`src/rtl/opb_reg_pkg.sv`:
```
// Shared definitions for the OPB register bank: the control-word location, the
// control-word bit positions, the ack FSM state type and the byte-lane merge helper.
package opb_reg_pkg;

    // Byte offset of the control word inside the decoded window, and its word index.
    localparam int unsigned CtrlOffset  = 32'h0000_00FC;
    localparam int unsigned CtrlWordIdx = CtrlOffset / 4;

    // Control-word bit positions, in user (descending) numbering.
    localparam int unsigned PendingBit = 31;
    localparam int unsigned CommitBit  = 0;

    typedef enum logic {
        StIdle,
        StAck
    } ack_state_e;

    // Lane k covers OPB data bits [8k:8k+7], which are user bits [31-8k:24-8k].
    function automatic logic [31:0] merge_lanes(input logic [31:0] old_val,
                                                input logic [31:0] new_val,
                                                input logic [3:0]  lanes);
        logic [31:0] res;
        res = old_val;
        for (int k = 0; k < 4; k++) begin
            if (lanes[k]) begin
                res[31-8*k -: 8] = new_val[31-8*k -: 8];
            end
        end
        return res;
    endfunction

endpackage

```
`src/rtl/opb_reg_slave_if.sv`:
```
// OPB slave front end: address window decode, two-state ack FSM and the Sl_DBus /
// Sl_xferAck drivers. The register array lives in the parent; this block tells it
// when a transfer is accepted and which word is addressed, and returns its read data.
//
// Ports:
//   clk_i, rst_ni      clock, asynchronous active-low reset
//   addr_i             byte address (numeric order, MSB left)
//   rnw_i, select_i    OPB read-not-write and select
//   req_o              transfer accepted this cycle (edge entering the ack state)
//   wr_o               accepted transfer is a write
//   reg_hit_o          accepted address maps to a register
//   ctrl_hit_o         accepted address is the control word
//   reg_idx_o          register index (valid with reg_hit_o)
//   rd_data_i          read data for the currently decoded address
//   sl_dbus_o          read data bus, zero outside the ack cycle
//   xfer_ack_o         transfer acknowledge
module opb_reg_slave_if
    import opb_reg_pkg::*;
#(
    parameter int unsigned          AddrWidth = 32,
    parameter logic [AddrWidth-1:0] BaseAddr  = 32'h0100_0C00,
    parameter logic [AddrWidth-1:0] HighAddr  = 32'h0100_0CFF,
    parameter int unsigned          NumRegs   = 8
) (
    input  logic                 clk_i,
    input  logic                 rst_ni,
    input  logic [AddrWidth-1:0] addr_i,
    input  logic                 rnw_i,
    input  logic                 select_i,
    output logic                 req_o,
    output logic                 wr_o,
    output logic                 reg_hit_o,
    output logic                 ctrl_hit_o,
    output logic [5:0]           reg_idx_o,
    input  logic [31:0]          rd_data_i,
    output logic [31:0]          sl_dbus_o,
    output logic                 xfer_ack_o
);

    localparam logic [AddrWidth-3:0] NumRegsW  = (AddrWidth-2)'(NumRegs);
    localparam logic [AddrWidth-3:0] CtrlWordW = (AddrWidth-2)'(CtrlWordIdx);

    ack_state_e state_q, state_d;
    logic [31:0] rd_data_q, rd_data_d;

    logic [AddrWidth-1:0] offset;
    logic [AddrWidth-3:0] word;
    logic                 in_window;
    logic [1:0]           unused_offset;

    assign offset        = addr_i - BaseAddr;
    assign word          = offset[AddrWidth-1:2];
    assign unused_offset = offset[1:0];
    assign in_window     = (addr_i >= BaseAddr) && (addr_i <= HighAddr);

    assign reg_hit_o  = word < NumRegsW;
    assign ctrl_hit_o = word == CtrlWordW;
    assign reg_idx_o  = offset[7:2];

    always_comb begin
        state_d = state_q;
        req_o   = 1'b0;
        unique case (state_q)
            StIdle: begin
                if (select_i && in_window) begin
                    state_d = StAck;
                    req_o   = 1'b1;
                end
            end
            StAck:   state_d = StIdle;
            default: state_d = StIdle;
        endcase
    end

    assign wr_o = req_o && !rnw_i;

    // Read data is captured on the edge entering ack and cleared otherwise, so the
    // bus is zero in every cycle that is not an ack.
    assign rd_data_d = (req_o && rnw_i) ? rd_data_i : '0;

    always_ff @(posedge clk_i or negedge rst_ni) begin
        if (!rst_ni) begin
            state_q   <= StIdle;
            rd_data_q <= '0;
        end else begin
            state_q   <= state_d;
            rd_data_q <= rd_data_d;
        end
    end

    assign xfer_ack_o = (state_q == StAck);
    assign sl_dbus_o  = xfer_ack_o ? rd_data_q : '0;

endmodule

```
`src/rtl/opb_register_bank.sv`:
```
// OPB slave register bank: C_NUM_REGS 32-bit user registers at C_BASEADDR+4i and a
// control word at C_BASEADDR+0xFC (register count in [7:0], pending flag in bit 31).
//
// Build option: define OPB_REG_BANK_SHADOW_EN to stage writes in shadow registers;
// a control-word write with lane 3 enabled and bit 0 set then copies every shadow
// to the user outputs at once. Without it, writes go straight to the user outputs.
//
// Ports:
//   OPB_Clk, OPB_Rst_n          clock, asynchronous active-low reset
//   OPB_ABus/BE/DBus/RNW/select OPB slave request (OPB_seqAddr is ignored)
//   Sl_DBus, Sl_xferAck         read data and acknowledge
//   Sl_errAck/retry/toutSup     tied low
//   user_data_out               register i at bits [32i+31:32i]
//   user_wr_stb                 one-cycle pulse per register on each user update
module opb_register_bank
    import opb_reg_pkg::*;
#(
    parameter int unsigned             C_OPB_AWIDTH  = 32,
    parameter logic [C_OPB_AWIDTH-1:0] C_BASEADDR    = 32'h0100_0C00,
    parameter logic [C_OPB_AWIDTH-1:0] C_HIGHADDR    = 32'h0100_0CFF,
    parameter int unsigned             C_OPB_DWIDTH  = 32,
    parameter int unsigned             C_NUM_REGS    = 8,
    parameter logic [31:0]             C_RESET_VALUE = 32'h0
) (
    input  logic                      OPB_Clk,
    input  logic                      OPB_Rst_n,
    input  logic [0:C_OPB_AWIDTH-1]   OPB_ABus,
    input  logic [0:3]                OPB_BE,
    input  logic [0:31]               OPB_DBus,
    input  logic                      OPB_RNW,
    input  logic                      OPB_select,
    input  logic                      OPB_seqAddr,
    output logic [0:31]               Sl_DBus,
    output logic                      Sl_xferAck,
    output logic                      Sl_errAck,
    output logic                      Sl_retry,
    output logic                      Sl_toutSup,
    output logic [C_NUM_REGS*32-1:0]  user_data_out,
    output logic [C_NUM_REGS-1:0]     user_wr_stb
);

    logic [C_OPB_AWIDTH-1:0] addr;
    logic [31:0]             wdata;
    logic [3:0]              lanes;
    logic                    req, wr, reg_hit, ctrl_hit;
    logic [5:0]              reg_idx;
    logic [31:0]             rd_data, sl_dbus;
    logic                    pending;
    logic                    unused_ok;

    logic [31:0]           user_q [C_NUM_REGS];
    logic [31:0]           user_d [C_NUM_REGS];
    logic [C_NUM_REGS-1:0] stb_q, stb_d;

    // OPB numbers bits ascending from the MSB; a plain assignment keeps the MSB on
    // the left, so user bit 31 is OPB bit 0.
    assign addr  = OPB_ABus;
    assign wdata = OPB_DBus;
    always_comb begin
        lanes = '0;
        for (int k = 0; k < 4; k++) begin
            lanes[k] = OPB_BE[k];
        end
    end

    assign unused_ok = OPB_seqAddr ^ (C_OPB_DWIDTH != 32);

    opb_reg_slave_if #(
        .AddrWidth (C_OPB_AWIDTH),
        .BaseAddr  (C_BASEADDR),
        .HighAddr  (C_HIGHADDR),
        .NumRegs   (C_NUM_REGS)
    ) u_slave_if (
        .clk_i      (OPB_Clk),
        .rst_ni     (OPB_Rst_n),
        .addr_i     (addr),
        .rnw_i      (OPB_RNW),
        .select_i   (OPB_select),
        .req_o      (req),
        .wr_o       (wr),
        .reg_hit_o  (reg_hit),
        .ctrl_hit_o (ctrl_hit),
        .reg_idx_o  (reg_idx),
        .rd_data_i  (rd_data),
        .sl_dbus_o  (sl_dbus),
        .xfer_ack_o (Sl_xferAck)
    );

    assign Sl_DBus    = sl_dbus;
    assign Sl_errAck  = 1'b0;
    assign Sl_retry   = 1'b0;
    assign Sl_toutSup = 1'b0;

`ifdef OPB_REG_BANK_SHADOW_EN
    logic [31:0] shadow_q [C_NUM_REGS];
    logic [31:0] shadow_d [C_NUM_REGS];
    logic        pending_q, pending_d;

    always_comb begin
        user_d    = user_q;
        shadow_d  = shadow_q;
        pending_d = pending_q;
        stb_d     = '0;
        for (int i = 0; i < C_NUM_REGS; i++) begin
            if (wr && reg_hit && (reg_idx == 6'(i))) begin
                shadow_d[i] = merge_lanes(shadow_q[i], wdata, lanes);
                pending_d   = 1'b1;
            end
        end
        if (wr && ctrl_hit && lanes[3] && wdata[CommitBit]) begin
            user_d    = shadow_q;
            stb_d     = '1;
            pending_d = 1'b0;
        end
    end

    always_ff @(posedge OPB_Clk or negedge OPB_Rst_n) begin
        if (!OPB_Rst_n) begin
            for (int i = 0; i < C_NUM_REGS; i++) begin
                shadow_q[i] <= C_RESET_VALUE;
            end
            pending_q <= 1'b0;
        end else begin
            shadow_q  <= shadow_d;
            pending_q <= pending_d;
        end
    end

    assign pending = pending_q;
`else
    always_comb begin
        user_d = user_q;
        stb_d  = '0;
        for (int i = 0; i < C_NUM_REGS; i++) begin
            if (wr && reg_hit && (reg_idx == 6'(i))) begin
                user_d[i] = merge_lanes(user_q[i], wdata, lanes);
                stb_d[i]  = 1'b1;
            end
        end
    end

    assign pending = 1'b0;
`endif

    // Read mux; reads return the shadow copy when staging is enabled.
    always_comb begin
        rd_data = '0;
        for (int i = 0; i < C_NUM_REGS; i++) begin
            if (reg_hit && (reg_idx == 6'(i))) begin
`ifdef OPB_REG_BANK_SHADOW_EN
                rd_data = shadow_q[i];
`else
                rd_data = user_q[i];
`endif
            end
        end
        if (ctrl_hit) begin
            rd_data                      = 32'(C_NUM_REGS[7:0]);
            rd_data[PendingBit]          = pending;
        end
    end

    always_ff @(posedge OPB_Clk or negedge OPB_Rst_n) begin
        if (!OPB_Rst_n) begin
            for (int i = 0; i < C_NUM_REGS; i++) begin
                user_q[i] <= C_RESET_VALUE;
            end
            stb_q <= '0;
        end else begin
            user_q <= user_d;
            stb_q  <= stb_d;
        end
    end

    always_comb begin
        user_data_out = '0;
        for (int i = 0; i < C_NUM_REGS; i++) begin
            user_data_out[32*i +: 32] = user_q[i];
        end
    end

    assign user_wr_stb = stb_q;

endmodule
```
`config.mk`:
```
export PLATFORM = sky130hd
export DESIGN_NAME = opb_register_bank
export DESIGN_NICKNAME = d
export VERILOG_FILES = /design/src/rtl/opb_reg_pkg.sv /design/src/rtl/opb_reg_slave_if.sv /design/src/rtl/opb_register_bank.sv
export SDC_FILE = /design/constraint.sdc
export NUM_CORES = 1
export LEC_CHECK = 0
export BUFFER_PORTS_ARGS = -buffer_cell sky130_fd_sc_hd__buf_4
export CORE_MARGIN = 4
export CORE_UTILIZATION = 53
export CTS_CLUSTER_SIZE = 16
export DETAILED_ROUTE_END_ITERATION = 7
export PLACE_DENSITY = 0.93
export SYNTH_ARGS = -nofsm -noshare
export SYNTH_HDL_FRONTEND = slang
export SYNTH_SLANG_ARGS = --single-unit
```
`constraint.sdc`:
```
create_clock -name OPB_Clk -period 2.4 [get_ports OPB_Clk]
set_input_delay 0.36 -clock OPB_Clk [delete_from_list [all_inputs] [get_ports OPB_Clk]]
set_output_delay 0.36 -clock OPB_Clk [all_outputs]
set_load 0.02 [all_outputs]
```
# Word-level counts from Yosys, hierarchy flattened
# Index checks and enable logic that the tools add are counted.
# op_classes
n_addsub	1
order_cmp	3
eq_ne	8
n_mux	22
bitwise_logic	1
reduce_logical	55
# op_table
op	n
$mux W32	11
$reduce_and A2 Y1	32
$ge A32 B25 Y1 const B	1
$le A32 B25 Y1 const B	1
$sub A32 B25 Y32 const B	1
$eq A30 B6 Y1 const B	1
$lt A30 B4 Y1 const B	1
$eq A6 B3 Y1 const B	4
$logic_and A1 B1 Y1	21
$eq A6 B2 Y1 const B	2
$mux W1	10
$eq A6 B1 Y1 const B	1
$logic_not A6 Y1	1
$pmux W1 S2	1
$logic_not A1 Y1	1
$not A1 Y1	1
# word_totals
ff_bits	297
input_bits	73
output_inout_bits	300
elab_cells	125

# Depth between registers and ports, before layout
# Gate-level depths: netlist (run 1).
# logic_depth
depth_word	13
ltp_mapped	9
depth_no_buf	6

# By module
# A second synthesis (run 1) with hierarchy kept.
# hier_totals
cells_unflattened	1057
area_unflattened_um2	14187.4
# modules_own_cells
mod	instances	cells_per_inst	area_each_um2
opb_register_bank	1	898	12543.3
opb_reg_slave_if	1	159	1644.1

# Worst setup path before layout (run 1)
# No wires, ideal clock.
# synth_path
kind	flip-flop to flip-flop
startpoint	reg u_slave_if.state_q (netlist: u_slave_if.xfer_ack_o)
endpoint	reg user_q (netlist bit user_data_out[64])
setup_time_ns	0.128
arrival_ns	2.236
t_required_ns	2.272
path_slack_ns	0.037
stages_incl_launch_ff	8
n_path_buf	1
synth_period_minus_slack_ns	2.363
cell_sequence	dfrtp_1 -> nor4bb_1 -> nand4_1 -> nor3_4 -> and3b_1 -> nand2b_1 -> buf_4 -> mux2_1
# synth_via
elab_chain_len	5
# synth_lines
item	line	rtl
start: declaration	opb_reg_slave_if.sv:43	ack_state_e state_q, state_d;
start signal: assignment	opb_reg_slave_if.sv:83	state_q <= StIdle;
start signal: assignment	opb_reg_slave_if.sv:86	state_q <= state_d;
$mux W1	opb_reg_slave_if.sv:63	unique case (state_q)
$logic_and A1 B1 Y1	opb_reg_slave_if.sv:75	assign wr_o = req_o && !rnw_i;
$logic_and A1 B1 Y1 (2 in series)	opb_register_bank.sv:135	if (wr && reg_hit && (reg_idx == 6'(i))) begin
$reduce_and A2 Y1 (no source line)	n/a	
end signal: assignment	opb_register_bank.sv:170	user_q <= user_d;
end: declaration	opb_register_bank.sv:51	logic [31:0] user_q [C_NUM_REGS];
# Every way passes these cells.
# A chain may end at the register's enable or synchronous reset.

# Worst setup path after layout (run 1)
# layout_path
startpoint	reg u_slave_if.state_q (netlist: u_slave_if.xfer_ack_o)
endpoint	reg u_slave_if.rd_data_q[7]
# layout_via
elab_chain_len	3
# layout_lines
item	line	rtl
$mux W1	opb_reg_slave_if.sv:63	
net req	opb_register_bank.sv:45	logic req, wr, reg_hit, ctrl_hit;
$logic_and A1 B1 Y1	opb_reg_slave_if.sv:79	assign rd_data_d = (req_o && rnw_i) ? rd_data_i : '0;
$mux W32	opb_reg_slave_if.sv:79	
net u_slave_if.rd_data_d[7]	opb_reg_slave_if.sv:44	logic [31:0] rd_data_q, rd_data_d;
end signal: assignment	opb_reg_slave_if.sv:87	rd_data_q <= rd_data_d;
end: declaration	opb_reg_slave_if.sv:44	
# The timed path passes the listed nets, and every way through them passes these cells.

==> metrics.yaml, run 1 <==
placed_design:
  postPlaceCellArea_um2: 17700
  gp_congestion: 0.926
  hpwl_um: 35500
  post-place-ws_ns: -0.0662
  port_buffers: 366
drt:
  vias: 12000
  dr.first_iter.drc_count: 1336
  drt-total-wl_um: 51200
  vias_per_cell: 6.45
  drc: 0
  drtPass1Iterations: 7
  wl_per_cell_um: 27.5
  ant_nets: 0
synth:
  syn_inst: 1074
  syn_avg_cell_area_um2: 12.6
  synthFlopType: "dfrtp_1"
  synth-seq-cells: 297
  synth_commonest_cells: "297 x dfrtp_1, 213 x mux2_2, 95 x nor2_1"
  synth_top_area_share_pct: 54.8
  synth-seq-area-share_pct: 54.8
  synth.distinct_cells: 53
  synthTopCellsByArea: "dfrtp_1 55%, mux2_2 18%, mux2_1 3.6%"
  syn_area_um2: 13600
  synth-edff-count: 0
  yosys.area.top_type: "dfrtp_1"
  yosysWarnings: 0
  synth_most_common_cell: "dfrtp_1"
  synthArstFlopShare_pct: 100
cells_and_area:
  seqCellArea_um2: 7430
  fillers: 1569
  antenna_cells: 0
  fin_nets: 1585
  utilization_pct: 74.4
  fin_area_um2: 18700
  multi_input_area_um2: 5930
  syn2layout_area_growth_pct: 38.1
  drive_gt1_share_pct: 50.7
clock_network:
  clk_pin_slew_ns: 0.06
  cts_tree: "built"
  root_buffer: "clkbuf_16"
  max-clock-path-buffers: 3
  cts_buffers: 30
  htree_levels: 1
  insertion_delay_ns: 0.55
  cts_sinks: 297
critical_path:
  worst_path_max_delay_cell: "dfrtp_1"
  critical-path-top-delay-family: "simple AND/OR/NAND/NOR gates"
  cp_common_cell: "nand4_1"
  cp_max_fo: 23
  crit_path_end_kind: "flip-flop"
  worstPathRequired_ns: 2.86
  cp.arrival_ns: 2.82
  max_stage_delay_ns: 0.40
  crit_chain: "nor4bb_1, nand4_1, buf_4, nor3_4, nand4_1, buf_12, or3_1, o22ai_1"
  criticalPathCategory: "flip-flop to flip-flop"
  path_buf_inv: 2
  cp-start-kind: "flip-flop"
sta:
  max_freq_mhz: 424
  skew_ns: 0.00746
  slew_viol_final: 0
  tightest_slew_ns: 0.616
  finalHoldViolations: 0
  timing.final.ws_setup_ns: 0.0407
  relSlewSlack_pct: 58.9
  layout_min_cycle_time_ns: 2.36
  rsz0062_at_grt: "true"
  finalCritPeriodShare_pct: 98.3
  tns_ns: 0
  setup_viol: 0
floorplan:
  rows: 58
  die_area_um2: 28200
  design.core.area_um2: 25200
  io_pins: 373
  die_h_um: 168
  die_x_um: 168
  start_util_pct: 53.9
hold_path:
  min_path_type: "input port to flip-flop"
pwr:
  p_leak_uw: 0.00963
  irDropWorstVdd_uv: 676
  p_total_uw: 10500
  powerDensity_nw_per_um2: 561
run_status:
  status: "completed"
grt:
  grt_max_degree: 73
  grt_pass1_wl_um: 77200
  grt_pass1_vias: 12600
  grt_usage_pct: 35.5
  grt_overflow: 0
  antenna_found_initial: 0
run:
  cap_violations: 0
[cell type report]
cell class | count | share of cell area, %
tap | 330 | 2.20
clock buffer | 43 | 4.81
clock inverter | 9 | 0.788
sequential | 297 | 39.6
inverter | 1 | 0.0200
multi-input combinational | 715 | 31.6
timing repair buffer | 467 | 20.9
[registers in the layout (all words and copies together) (netlist names)]
register               flops
user_wr_stb                8
u_slave_if.rd_data_q      32
u_slave_if.xfer_ack_o      1
user_data_out            256
[cell families after synthesis]
group                  Yosys count  share of synthesized area, %
DFF                            297                          54.8
muxes                          264                          21.8
and+or+nand+nor                258                          11.3
AOI/OAI and AO/OA              190                          10.0
buffers and inverters           64                          2.07
other                            1                        0.0276
[through the flow]
| step | cells | hold slack (ns) |
|---|---|---|
| detailed placement | 1808 | 0.378 |
| global route | 1862 | 0.0735 |
| CTS | 1862 | 0.0560 |
| finish | 1862 | 0.0790 |
| floorplan | 1076 | 0.0644 |
| global placement | 1808 | 0.367 |
[placed cells by master, fill, tap and decap left out, types with 3 or more instances in the layout]
cell	instances
nand2_2	8
nand3_1	8
and3b_1	3
clkbuf_8	8
mux2_2	213
bufinv_16	4
buf_12	32
mux2i_1	8
nand3b_4	4
a22o_1	6
clkbuf_16	31
nand2b_1	8
o211ai_1	23
o22ai_1	28
a221o_1	8
nor2_1	93
conb_1	3
buf_4	433
nand2_1	14
nor3_1	11
and2_1	32
nand3b_1	3
a21oi_1	27
or3_1	26
clkinv_2	4
nand4_1	3
clkbuf_1	4
nor2_4	21
o221ai_1	23
a222oi_1	23
mux2_1	43
dfrtp_1	297
o21ai_0	38
[layer usage]
layer  wire [um]  share of wire [%]  up-vias  track usage (%)
met5           0                  0        -                0
met4        3090                6.0        0             17.5
met3        5620                 11      247             9.37
met2       24100                 47      909             57.4
met1       18400                 36     5976             44.4
li1            -                  -     4872                -
[power by group]
group | switching (uW) | internal [uW] | total, uW
Combinational | 349 | 179 | 527
Sequential | 0.0000318 | 5010 | 5010
Clock | 1970 | 3010 | 4980
[final timing paths]
| check | from | endpoint | slack (ns) | cells after the start |
|---|---|---|---|---|
| max | u_slave_if.xfer_ack_o$_DFF_PN0_ | u_slave_if.rd_data_q[7]$_DFF_PN0_ | 0.04 | 8 |
| min | OPB_DBus[30] | user_data_out[65]$_DFFE_PN0P_ | 0.08 | 2 |
| max reg2reg | u_slave_if.xfer_ack_o$_DFF_PN0_ | u_slave_if.rd_data_q[7]$_DFF_PN0_ | 0.04 | 8 |
| min reg2reg | user_data_out[196]$_DFFE_PN0P_ | user_data_out[196]$_DFFE_PN0P_ | 0.52 | 1 |
| max in group asynchronous | OPB_Rst_n | user_data_out[126]$_DFFE_PN0P_ | 1.28 | 3 |
| min in group asynchronous | OPB_Rst_n | user_data_out[198]$_DFFE_PN0P_ | 0.38 | 2 |
[what timing repair did]
action                                  in CTS  in global routing
hold endpoints to repair                    64                  0
pin swaps                                    1                  3
endpoints found under the setup margin       2                 19
resized for setup                            0                  5
hold buffers                                 1                  0
setup buffers                                1                  0
[worst reg2reg max path, cell delays in order (launching register included)]
cell and delay, ns:
dfrtp_1 0.40, nor4bb_1 0.27, nand4_1 0.24, buf_4 0.21, nor3_4 0.14, nand4_1 0.16, buf_12 0.21, or3_1 0.40
o22ai_1 0.23
No activity file was read; power rests on OpenSTA's default activity.
==> run 2, diff against run 1 <==
--- a/config.mk
+++ b/config.mk
@@ -10,6 +10,7 @@
 export CORE_UTILIZATION = 53
 export CTS_CLUSTER_SIZE = 16
 export DETAILED_ROUTE_END_ITERATION = 7
+export MAX_ROUTING_LAYER = met4
 export PLACE_DENSITY = 0.93
 export SYNTH_ARGS = -nofsm -noshare
 export SYNTH_HDL_FRONTEND = slang
==> run 2 against run 1 <==
- total power is 4.7% lower
- clock skew up 0.0076 ns
- first-iteration DRC count up 5.4%
- final cell count is 0.16% lower
- combinational power increased by 0.8%
- fmax rose by 2.8%
- flip-flop and latch count did not move
- final area shrank 0.83%
- sequential share of layout area rose by 0.33 points
- global-route usage increased by 1.2 points
==> metrics.yaml, run 2 (same netlist as run 1, synthesis figures left out) <==
clock_network:
  max-clock-path-buffers: 3
  insertion_delay_ns: 0.57
  clk_pin_slew_ns: 0.06
  cts_sinks: 297
  htree_levels: 1
  cts_tree: "built"
  post-cts-setup-buffers: 0
  cts_buffers: 30
  root_buffer: "clkbuf_16"
drt:
  drc: 0
  vias: 12100
  drt-total-wl_um: 51600
  wl_per_cell_um: 27.8
  ant_nets: 0
  drtPass1Iterations: 6
  dr.first_iter.drc_count: 1408
  vias_per_cell: 6.50
sta:
  relSlewSlack_pct: 53.0
  timing.final.ws_setup_ns: 0.105
  rsz0062_at_grt: "true"
  finalCritPeriodShare_pct: 95.6
  tightest_slew_ns: 0.705
  skew_ns: 0.0151
  layout_min_cycle_time_ns: 2.30
  slew_viol_final: 0
  max_freq_mhz: 436
  finalHoldViolations: 0
  setup_viol: 0
floorplan:
  design.core.area_um2: 25200
  die_h_um: 168
  rows: 58
  die_x_um: 168
  io_pins: 373
  start_util_pct: 53.9
  die_area_um2: 28200
cells_and_area:
  mostFrequentLayoutCells: "430 x buf_4, 297 x dfrtp_1, 213 x mux2_2"
  largest_reg_flops: 256
  drive_gt1_share_pct: 50.0
  final_common_cell: "buf_4"
  antenna_cells: 0
  syn2layout_area_growth_pct: 37.0
  fillers: 1557
  fin_nets: 1583
critical_path:
  cp-start-kind: "flip-flop"
  max_stage_delay_ns: 0.43
  worstPathRequired_ns: 2.88
  crit_path_end_kind: "flip-flop"
  criticalPathCategory: "flip-flop to flip-flop"
  cp_common_cell: "nand4_1"
  critical-path-top-delay-family: "simple AND/OR/NAND/NOR gates"
  cp.arrival_ns: 2.77
  crit_chain: "nor4bb_1, nand4_1, nor3_2, nand4_1, buf_12, or3_1, o22ai_1"
  path_buf_inv: 1
  cp_max_fo: 23
  worst_path_max_delay_cell: "or3_1"
pwr:
  p_total_uw: 10000
  p_leak_uw: 0.00955
  powerDensity_nw_per_um2: 539
  irDropWorstVdd_uv: 554
placed_design:
  hpwl_um: 35900
  gp_congestion: 0.959
  post-place-ws_ns: -0.0871
  port_buffers: 366
run:
  cap_violations: 0
run_status:
  status: "completed"
grt:
  grt_usage_pct: 36.7
  grt_overflow: 0
  grt_pass1_vias: 12800
  grt_max_degree: 82
  grt_pass1_wl_um: 77400
  antenna_found_initial: 0
hold_path:
  min_path_type: "input port to flip-flop"
## run 2: cell types whose count changed in the layout (fill, tap and decap cells not counted), moves of 2 or more
cell,change
clkbuf_1,+6
buf_4,-3
o22ai_2,-2
bufinv_16,-3
o22ai_1,+2
clkbuf_8,-5
## run 2: layout make-up
| class | instances | area, um^2 | area share (%) |
|---|---|---|---|
| Timing Repair Buffer | 465 | 3910 | 21.1 |
| Inverter | 1 | 3.75 | 0.0202 |
| Multi-Input combinational cell | 715 | 5910 | 31.8 |
| Clock inverter | 7 | 63.8 | 0.343 |
| Tap cell | 330 | 413 | 2.22 |
| Sequential cell | 297 | 7430 | 40.0 |
| Clock buffer | 44 | 855 | 4.60 |
## run 2: layer usage
layer,wire (um),vias up,share of wire (%),global-route usage [%]
li1,-,4872,-,-
met1,18300,5965,35,45.2
met2,23800,992,46,56.0
met3,6290,256,12,10.2
met4,3210,0,6.2,18.5
met5,0,-,0,-
## run 2: through the flow
step / instances / TNS, ns / hold slack, ns / utilization [%] / cell area, um^2
after global placement: 1807 / -0.682 / 0.402 / 70.1 / 17700
after floorplan: 1076 / 0 / 0.0644 / - / 13600
final: 1859 / 0 / 0.0781 / 73.8 / 18600
after CTS: 1859 / 0 / 0.0626 / 73.8 / 18600
after detailed placement: 1807 / -2.62 / 0.410 / 70.1 / 17700
after global routing: 1859 / -0.0426 / 0.0732 / 73.8 / 18600
## run 2: final timing paths
| path | start | to | slack, ns | cells past startpoint |
|---|---|---|---|---|
| max in group asynchronous | OPB_Rst_n | user_data_out[253]$_DFFE_PN0P_ | 1.26 | 3 |
| setup reg to reg | u_slave_if.xfer_ack_o$_DFF_PN0_ | u_slave_if.rd_data_q[22]$_DFF_PN0_ | 0.10 | 7 |
| min in group asynchronous | OPB_Rst_n | user_data_out[9]$_DFFE_PN0P_ | 0.40 | 2 |
| hold / removal | OPB_DBus[22] | user_data_out[73]$_DFFE_PN0P_ | 0.08 | 2 |
| hold reg to reg | user_data_out[55]$_DFFE_PN0P_ | user_data_out[55]$_DFFE_PN0P_ | 0.53 | 1 |
| setup / recovery | u_slave_if.xfer_ack_o$_DFF_PN0_ | u_slave_if.rd_data_q[22]$_DFF_PN0_ | 0.10 | 7 |
## run 2: power by group
group | internal (uW) | switching [uW]
sequential | 5010 | 0.0000312
clock | 2550 | 1940
combinational | 180 | 351
## run 2: repair_timing
item	in CTS	in global routing
setup endpoints to repair	0	237
gates resized for setup	0	2
endpoints found under the hold margin	74	0
hold buffers	1	0
==> run 3, diff against run 2 <==
--- a/config.mk
+++ b/config.mk
@@ -5,13 +5,16 @@
 export SDC_FILE = /design/constraint.sdc
 export NUM_CORES = 1
 export LEC_CHECK = 0
+export ABC_AREA = 1
 export BUFFER_PORTS_ARGS = -buffer_cell sky130_fd_sc_hd__buf_4
 export CORE_MARGIN = 4
-export CORE_UTILIZATION = 53
+export CORE_UTILIZATION = 54
 export CTS_CLUSTER_SIZE = 16
 export DETAILED_ROUTE_END_ITERATION = 7
 export MAX_ROUTING_LAYER = met4
 export PLACE_DENSITY = 0.93
+export RECOVER_POWER = 100
+export REMOVE_ABC_BUFFERS = 1
 export SYNTH_ARGS = -nofsm -noshare
 export SYNTH_HDL_FRONTEND = slang
 export SYNTH_SLANG_ARGS = --single-unit
==> run 3 against run 2 <==
- the run now ends with design-rule violations, max-capacitance violations, max-slew violations left
- utilization is 1.1 points lower
- clock-buffer cell count grew 1
- combinational power is 17% lower
- global-route usage rose by 0.097 points
- worst setup slack worse by 0.061 ns
- synthesized cell count grew 74%
==> metrics.yaml, run 3 <==
clock_network:
  clk_pin_slew_ns: 0.06
  max-clock-path-buffers: 3
  root_buffer: "clkbuf_16"
  insertion_delay_ns: 0.55
  cts_buffers: 30
  cts_sinks: 297
  cts_tree: "built"
  htree_levels: 1
grt:
  grt_pass1_vias: 15200
  grt_overflow: 0
  grt_max_degree: 78
  grt_pass1_wl_um: 82600
  grt_usage_pct: 36.8
  antenna_found_initial: 1
cells_and_area:
  mostFrequentLayoutCells: "621 x nand2_1, 296 x dfrtp_1, 261 x o21ai_1"
  largest_reg_flops: 256
  syn2layout_area_growth_pct: 31.9
  drive_gt1_share_pct: 16.8
  utilization_pct: 72.7
  final_common_cell: "nand2_1"
  fin_nets: 2383
floorplan:
  io_pins: 373
  die_x_um: 172
  die_h_um: 172
  die_area_um2: 29400
  design.core.area_um2: 26200
  start_util_pct: 55.1
  rows: 59
critical_path:
  critical-path-top-delay-family: "simple AND/OR/NAND/NOR gates"
  path_buf_inv: 1
  worstPathRequired_ns: 2.87
  reg2reg_depth: 7
  cp_max_fo: 15
  reg2reg_slack_ns: 0.04
  max_stage_delay_ns: 0.62
  r2r-end: "u_slave_if.rd_data_q[28]$_DFF_PN0_"
  worst_path_max_delay_cell: "nor2_4"
  cp-startpoint: "u_slave_if.xfer_ack_o$_DFF_PN0_"
  cp-start-kind: "flip-flop"
  criticalPathCategory: "flip-flop to flip-flop"
  crit_path_end_kind: "flip-flop"
  cp.arrival_ns: 2.83
  crit_chain: "nor4_4, nand4_1, inv_1, nand2_1, nor2_4, o21ai_1, a21oi_1"
  worstReg2RegStart: "u_slave_if.xfer_ack_o$_DFF_PN0_"
run_status:
  violations: "design-rule violations, max-capacitance violations, max-slew violations"
  status: "complete, but fails checks"
drt:
  drt-total-wl_um: 54500
  drtPass1Iterations: 8
  vias_per_cell: 5.79
  ant_nets: 0
  wl_per_cell_um: 20.4
  dr.first_iter.drc_count: 1866
  vias: 15500
  drc: 1
sta:
  tightest_slew_ns: 1.56
  tns_ns: 0
  slew_viol_final: 57
  finalHoldViolations: 0
  max_freq_mhz: 424
  relSlewSlack_pct: -3.92
  finalCritPeriodShare_pct: 98.2
  rsz0062_at_grt: "true"
  skew_ns: 0.00745
  layout_min_cycle_time_ns: 2.36
  timing.final.ws_setup_ns: 0.0436
  setup_viol: 0
synth:
  syn_inst: 1869
  synth-seq-cells: 297
  synthFlopType: "dfrtp_1"
  synth.distinct_cells: 34
  syn_avg_cell_area_um2: 7.73
  yosys.area.top_type: "dfrtp_1"
  synthTopCellsByArea: "dfrtp_1 51%, nand2_1 16%, o21ai_1 8.7%"
  synth-edff-count: 0
  yosysWarnings: 0
  synth_commonest_cells: "633 x nand2_1, 297 x dfrtp_1, 252 x o21ai_1"
  synthArstFlopShare_pct: 100
  synth_top_area_share_pct: 51.5
  synth_most_common_cell: "nand2_1"
  synth-seq-area-share_pct: 51.5
  syn_area_um2: 14400
pwr:
  powerDensity_nw_per_um2: 531
  p_leak_uw: 0.00974
  irDropWorstVdd_uv: 461
  p_total_uw: 10100
placed_design:
  gp_congestion: 0.936
  port_buffers: 366
  post-place-ws_ns: -0.617
  hpwl_um: 38000
run:
  cap_violations: 1
hold_path:
  hold_end: "user_data_out[144]$_DFFE_PN0P_"
  hp-start: "OPB_DBus[15]"
  hold_depth: 3
  min_path_type: "input port to flip-flop"
-- run 3: cell count changes after synthesis, sizes merged, moves of 45 or more --
cell,delta
nand2,+630
o21ai,+327
mux2,-256
inv,+216
nand3,+87
nor2,-66
buf,+45
-- run 3: how the worst max path moves through the flow --
| stage | endpoint | slack [ns] | cells after the start |
|---|---|---|---|
| floorplan | u_slave_if.rd_data_q[12]$_DFF_PN0_ | -1.30 | 19 |
| global placement | user_data_out[22]$_DFFE_PN0P_ | -0.47 | 17 |
| detailed placement | user_data_out[18]$_DFFE_PN0P_ | -0.62 | 17 |
| CTS | user_data_out[209]$_DFFE_PN0P_ | 0.004 | 19 |
| global route | u_slave_if.rd_data_q[11]$_DFF_PN0_ | -0.03 | 22 |
| finish | u_slave_if.rd_data_q[28]$_DFF_PN0_ | 0.04 | 7 |
-- run 3: cell families after synthesis --
family                 Yosys count  share of synthesized area (%)
and+or+nand+nor                859                           25.6
AOI/OAI and AO/OA              399                           13.9
buffers and inverters          313                           8.98
DFF                            297                           51.5
other                            1                         0.0260
-- run 3: final cells by class --
class	count	area, um^2
diodes	1	2.50
clock buffers	45	898
clock inverters	10	77.6
fillers	2070	7160
inverters	217	825
multi-input cells	1262	5930
flip-flops and latches	297	7430
well taps	335	419
repair buffers	502	3460
-- run 3: worst reg2reg max path: cells and delay by family, from the launching register on --
family                 cells  cell delay (ns)
DFF                        1             0.42
AOI/OAI and AO/OA          2             0.38
buffers and inverters      1             0.14
and+or+nand+nor            4             1.33
-- run 3: timing repair --
item                                   CTS  global route
pin swaps                                3            12
endpoints found under the hold margin   52             0
hold buffers                             1             0
setup endpoints to repair              110           280
cloned                                   0             1
resized for setup                        7            57
buffers inserted                         1             6
-- run 3: routing by layer --
layer	GRT usage [%]	up-vias	part of all wire (%)
met5	-	-	0
met4	16.9	0	5.4
met3	6.48	254	12
met2	57.5	1141	47
met1	47.2	7239	36
li1	-	6830	-
-- run 3: where the power goes --
part,leakage (uW),switching (uW),total [uW],internal (uW)
clock network,0.000486,1990,4670,2680
logic,0.00511,302,443,140
registers,0.00415,0.00523,5010,5010
-- run 3: through the flow --
step / hold slack (ns) / cell area [um^2] / cells
6_report: 0.165 / 19000 / 2669
5_1_grt: 0.188 / 19000 / 2669
4_1_cts: 0.161 / 19700 / 2661
3_5_place_dp: 0.326 / 18700 / 2604
3_3_place_gp: 0.320 / 18700 / 2604
2_1_floorplan: 0.0644 / 14000 / 1775
